--- config.mk ---
export PLATFORM = sky130hd
export DESIGN_NAME = ks_multiword_add_seq
export DESIGN_NICKNAME = d
export VERILOG_FILES = /design/src/rtl/ks_multiword_add_seq.sv
export SDC_FILE = /design/constraint.sdc
export NUM_CORES = 1
export LEC_CHECK = 0
export ABC_AREA = 1
export CAP_MARGIN = 30
export CORE_UTILIZATION = 48
export DETAILED_ROUTE_END_ITERATION = 6
export GPL_TIMING_DRIVEN = 0
export PLACE_DENSITY_LB_ADDON = 0.2
export SKIP_CTS_REPAIR_TIMING = 1
export SYNTH_ARGS = -nofsm -noshare
export SYNTH_HDL_FRONTEND = slang
export SYNTH_SLANG_ARGS = --single-unit
--- constraint.sdc ---
create_clock -name clk -period 9.4 [get_ports clk]
set_input_delay 1.41 -clock clk [delete_from_list [all_inputs] [get_ports clk]]
set_output_delay 1.41 -clock clk [all_outputs]
set_load 0.03 [all_outputs]
--- src/rtl/ks_multiword_add_seq.sv ---
// Multi-word adder sequencer: feeds an external WIDTH-bit prefix adder one
// word per cycle, least-significant word first, chaining the carry through
// carry_reg. Operands are accepted and results returned over valid/ready.
//
// state | meaning
// IDLE  | waiting for operands, in_ready=1, adder inputs held at 0
// RUN   | word idx on the adder, sum word and carry captured each edge
// DONE  | result presented on out_sum/out_cout until out_ready
module ks_multiword_add_seq #(
    parameter int WIDTH = 19,
    parameter int WORDS = 4
) (
    input  logic                   clk,
    input  logic                   rst,
    input  logic                   in_valid,
    output logic                   in_ready,
    input  logic [WIDTH*WORDS-1:0] in_a,
    input  logic [WIDTH*WORDS-1:0] in_b,
    input  logic                   in_cin,
    output logic                   out_valid,
    input  logic                   out_ready,
    output logic [WIDTH*WORDS-1:0] out_sum,
    output logic                   out_cout,
    output logic [WIDTH-1:0]       add_a,
    output logic [WIDTH-1:0]       add_b,
    output logic                   add_cin,
    input  logic [WIDTH-1:0]       add_s,
    input  logic                   add_cout
);

    // Index needs at least one bit even for a single-word build.
    localparam int IW = (WORDS > 1) ? $clog2(WORDS) : 1;
    localparam logic [IW-1:0] LAST = IW'(WORDS - 1);

    localparam logic [1:0] S_IDLE = 2'd0;
    localparam logic [1:0] S_RUN  = 2'd1;
    localparam logic [1:0] S_DONE = 2'd2;

    logic [1:0]       state;
    logic [IW-1:0]    idx;
    logic             carry_reg;
    logic             cout_reg;
    logic [WIDTH-1:0] a_w [WORDS];
    logic [WIDTH-1:0] b_w [WORDS];
    logic [WIDTH-1:0] s_w [WORDS];

    // Sequencer: operand capture, per-word sum/carry capture, result handshake.
    always_ff @(posedge clk or posedge rst) begin
        if (rst) begin
            state     <= S_IDLE;
            idx       <= '0;
            carry_reg <= 1'b0;
            cout_reg  <= 1'b0;
            for (int k = 0; k < WORDS; k++) begin
                a_w[k] <= '0;
                b_w[k] <= '0;
                s_w[k] <= '0;
            end
        end else begin
            case (state)
                S_IDLE: begin
                    if (in_valid) begin
                        for (int k = 0; k < WORDS; k++) begin
                            a_w[k] <= in_a[k*WIDTH +: WIDTH];
                            b_w[k] <= in_b[k*WIDTH +: WIDTH];
                        end
                        carry_reg <= in_cin;
                        idx       <= '0;
                        state     <= S_RUN;
                    end
                end
                S_RUN: begin
                    s_w[idx]  <= add_s;
                    carry_reg <= add_cout;
                    if (idx == LAST) begin
                        cout_reg <= add_cout;
                        state    <= S_DONE;
                    end else begin
                        idx <= idx + 1'b1;
                    end
                end
                S_DONE: begin
                    if (out_ready) begin
                        state <= S_IDLE;
                    end
                end
                default: state <= S_IDLE;
            endcase
        end
    end

    // Handshake flags and adder drive decode straight from registered state;
    // the adder sees zeros whenever no word is in flight.
    always_comb begin
        in_ready  = (state == S_IDLE);
        out_valid = (state == S_DONE);
        add_a     = '0;
        add_b     = '0;
        add_cin   = 1'b0;
        if (state == S_RUN) begin
            add_a   = a_w[idx];
            add_b   = b_w[idx];
            add_cin = carry_reg;
        end
    end

    assign out_cout = cout_reg;

    for (genvar k = 0; k < WORDS; k++) begin : g_pack
        assign out_sum[k*WIDTH +: WIDTH] = s_w[k];
    end

endmodule

Word-level counts from Yosys, hierarchy flattened
Index checks and enable logic that the tools add are counted.
W data, S select, Z words.
{"block": "totals", "reg_bits": 234, "inputBits": 177}
{"block": "op_classes", "bitwise": 1, "reduce_logical": 8, "order_cmp": 2, "addsub": 1, "n_eq_ne": 7, "muxes": 21}
{"cell": "$mux W19", "n": 7}
{"cell": "$bmux W19 S2", "n": 2}
{"cell": "$bwmux W76", "n": 1}
{"cell": "$demux W19 S2", "n": 1}
{"cell": "$mux W2", "n": 5}
{"cell": "$ne A2 B2 Y1 const B", "n": 3}
{"cell": "$pmux W2 S3", "n": 1}
{"cell": "$reduce_and A2 Y1", "n": 3}
{"cell": "$reduce_and A3 Y1", "n": 2}
{"cell": "$eq A2 B2 Y1 const B", "n": 2}
{"cell": "$pmux W2 S2", "n": 1}
{"cell": "$ge A3 B3 Y1 const B", "n": 1}
{"cell": "$lt A3 B1 Y1 const B", "n": 1}
{"cell": "$not A2 Y3", "n": 1}
{"cell": "$add A2 B1 Y2 const B", "n": 1}
{"cell": "$eq A2 B1 Y1 const B", "n": 1}
{"cell": "$logic_not A2 Y1", "n": 1}
{"cell": "$mux W1", "n": 2}
{"cell": "$ne A2 B1 Y1 const B", "n": 1}
{"cell": "$pmux W1 S2", "n": 1}
{"cell": "$reduce_bool A2 Y1", "n": 1}
{"cell": "$logic_and A1 B1 Y1", "n": 1}

Depth between registers and ports, before layout
{"block": "depth", "ltp_word": 6, "depth_mapped": 10}

Worst setup path before layout
OpenSTA, ideal clock, no wires.
{"block": "synth_timing", "path_type": "register to output", "start": "register idx[1]", "end": "output add_a[15]", "arrival_ps": 1567, "stages_incl_launch_ff": 6, "slack_ps": 6423, "required_time_ps": 7990, "path_buffers": 2, "path_cell_list": "dfrtp_1 > inv_1 > buf_2 > clkbuf_1 > nand3_1 > a21oi_1"}
{"block": "synth_via", "elab_chain_cells": 5}
{"element": "from (decl)", "line": "40", "text": "logic [IW-1:0] idx;"}
{"element": "from (signal assigned)", "line": "79", "text": "idx <= idx + 1'b1;"}
{"element": "$not A2 Y3 (implied by the code)", "line": "101", "text": "add_a = a_w[idx];"}
{"element": "$bmux W19 S2", "line": "101"}
{"element": "$mux W19 (implied by the code) (2 in a row)", "line": "101"}
{"element": "$mux W19", "line": "100", "text": "if (state == S_RUN) begin"}
{"element": "to (decl)", "line": "24", "text": "output logic [WIDTH-1:0] add_a,"}
No other way between the ends. The select of a mux whose other input is x is not followed.

Final worst setup path
{"block": "layout_timing", "start": "register idx[1]", "end": "output add_b[0]"}
{"block": "layout_via", "elab_chain_cells": 5}
{"element": "$not A2 Y3 (implied by the code)", "line": "102", "text": "add_b = b_w[idx];"}
{"element": "$bmux W19 S2", "line": "102"}
{"element": "$mux W19 (implied by the code) (2 in a row)", "line": "102"}
{"element": "$mux W19", "line": "100"}
{"element": "to (decl)", "line": "25", "text": "output logic [WIDTH-1:0] add_b,"}
No other way between the ends. The select of a mux whose other input is x is not followed.

==> metrics.csv <==
stage,metric,value,unit
place,portBuffers,294,
drt,drc,0,
timing,clock.fmax,0.224,GHz
timing,hold_viol_final,0,
die,die-area,22200,sq um
layout,fin_util,0.686,
pwr,leakage,7.02,nW
die,die_height,149,um
setup_path,startpoint,idx[1],
layout,drive_gt1_frac,0.0760,
synth,netlist_area,10400,sq um
setup_path,arrival,3.06,ns
synth,synth_area_per_cell,8.33,sq um
timing,post-route-period-util,0.475,
clocking,clkTransAtPathRegs,0.06,ns
clocking,cts_sinks,234,
setup_path,cp-endpoint,add_b[0],
outcome,status,finished clean,
pwr,p_per_area,392,nW/um^2
drt,viasPerCell,5.09,
synth,synth_cells,1244,
synth,yosysSeqAreaShare,0.565,
timing,holdWs,0.485,ns
clocking,cts_root_buf,clkbuf_16,
die,rows,53,
timing,fin_crit,4.47,ns
synth,synth_seq_cells,234,
synth,syn-num-nets,1425,
layout,seqCellArea,5860,sq um
synth,synth.distinct_cells,20,
setup_path,crit-reg2reg-launch,idx[0],
drt,ant_nets,0,
die,die_x,149,um
setup_path,reg2regPathDepth,10,
setup_path,worstReg2RegEnd,out_sum[4],
layout,area_delta_synth_final,39.5,%
grt,first_global_vias,9310,
clocking,h-tree-depth,1,
synth,synth_warnings,0,
layout,final_area,14500,sq um
setup_path,cp.required,7.99,ns
layout,fin_nets,1747,
die,initial_utilization,0.492,
timing,fin_skew,0.0148,ns
layout,layout_common_cells,"294 x clkdlybuf4s50_1, 241 x nand2_1, 234 x dfrtp_1, 176 x inv_1, 160 x a21oi_1",
drt,drt_wl_total,31400,um
clocking,cts_tree,done,
die,io_pins,295,
run,max_cap_viol_count,0,
layout,final_common_cell,clkdlybuf4s50_1,
place,dpl_cell_area,13700,sq um
grt,grt_max_degree,133,
grt,grt_antenna_before_repair,0,
drt,wl_per_cell,16.9,um
timing,rsz0062_at_grt,false,
grt,grt.total_usage,0.287,
setup_path,crit_fanout,10,
place,gp_congestion,0.903,
drt,firstDrtPassIters,5,
grt,grt_overflow_total,0,
timing,finalSetupViolCount,0,
clocking,cts_buffers,25,
grt,grt_pass1_wl,49000,um
timing,relSlewSlack,0.514,
clocking,clock_path_buffers,3,
setup_path,crit_type,reg -> out,
pwr,vdd_ir_drop_max,0.210,mV
layout,multi_input_area,3420,sq um
die,core-area,21100,sq um
clocking,clkLatencyLatePin,0.52,ns
setup_path,start_kind,register,
hold_path,hp-class,reg -> reg,
drt,drt_iter0_drc,598,
setup_path,r2r_setup_slack,7.12,ns
drt,vias,9444,
timing,report.final.slew_viol_count,0,
timing,tightest_slew,0.729,ns
place,place_hpwl,22900,um
setup_path,end_kind,output port,
layout,fillers,1684,
[synth_stat cells (all sizes together)]
cell	number	area share
nand3	80	0.039
a21oi	190	0.10
buf	48	0.029
nor2	156	0.057
inv	179	0.065
clkbuf	31	0.011
nand2	242	0.088
o31ai	1	0.00072
dfrtp	234	0.56
ha	4	0.0048
o21ai	79	0.038
[layer usage]
| metal | GRT usage | vias up | share of wire |
|---|---|---|---|
| met3 | 0.0566 | 62 | 0.081 |
| met5 | 0 | - | 0 |
| met4 | 0.0990 | 0 | 0.031 |
| met2 | 0.453 | 389 | 0.47 |
| met1 | 0.396 | 4486 | 0.42 |
| li1 | - | 4507 | - |
[worst min path at each step]
stage / start / end / depth (start not counted)
5_1_grt: out_sum[35] / out_sum[35] / 2
3_5_place_dp: out_sum[5] / out_sum[5] / 2
4_1_cts: out_sum[5] / out_sum[5] / 2
2_1_floorplan: carry_reg / carry_reg / 2
3_3_place_gp: out_sum[33] / out_sum[33] / 2
6_report: out_sum[62] / out_sum[62] / 2
[critical path, cell delays in order (launching register included)]
cell,delay [ns]
dfrtp_1,0.47
inv_1,0.13
buf_2,0.26
clkbuf_1,0.44
nand3_1,0.19
a21oi_1,0.32
clkdlybuf4s50_1,0.73
[power by group]
part           total, mW  switching (mW)  internal [mW]
combinational       3.05            1.95           1.11
clock              0.941           0.388          0.552
sequential          1.67           0.179           1.49
total               5.67            2.52           3.15
[layout make-up]
cell class                 instances  area share
antenna                            1    0.000173
buffer                            79      0.0289
clock buffer                      37      0.0526
clock inverter                     3     0.00104
inverter                         179      0.0470
multi-input combinational        752       0.237
sequential                       234       0.405
tap                              275      0.0238
timing repair buffer             295       0.205
[logic make-up after synthesis]
kind of cell    Yosys count  share of synthesized area
flops                   234                      0.565
buf+inv                 258                      0.105
simple gates            478                      0.184
compound gates          270                      0.141
fa+ha+maj                 4                    0.00483
[per-stage QoR]
step	setup TNS, ns	std cells	worst slack (ns)	power, mW
floorplan	0	1244	1.57	3.53
global placement	-332.01	1813	-1.43	4.66
detailed placement	0	1814	5.53	4.72
CTS	0	1854	4.97	5.67
global route	0	1854	4.86	6.01
finish	0	1855	4.93	5.67
Note: power is estimated with default switching activity, not from simulation.
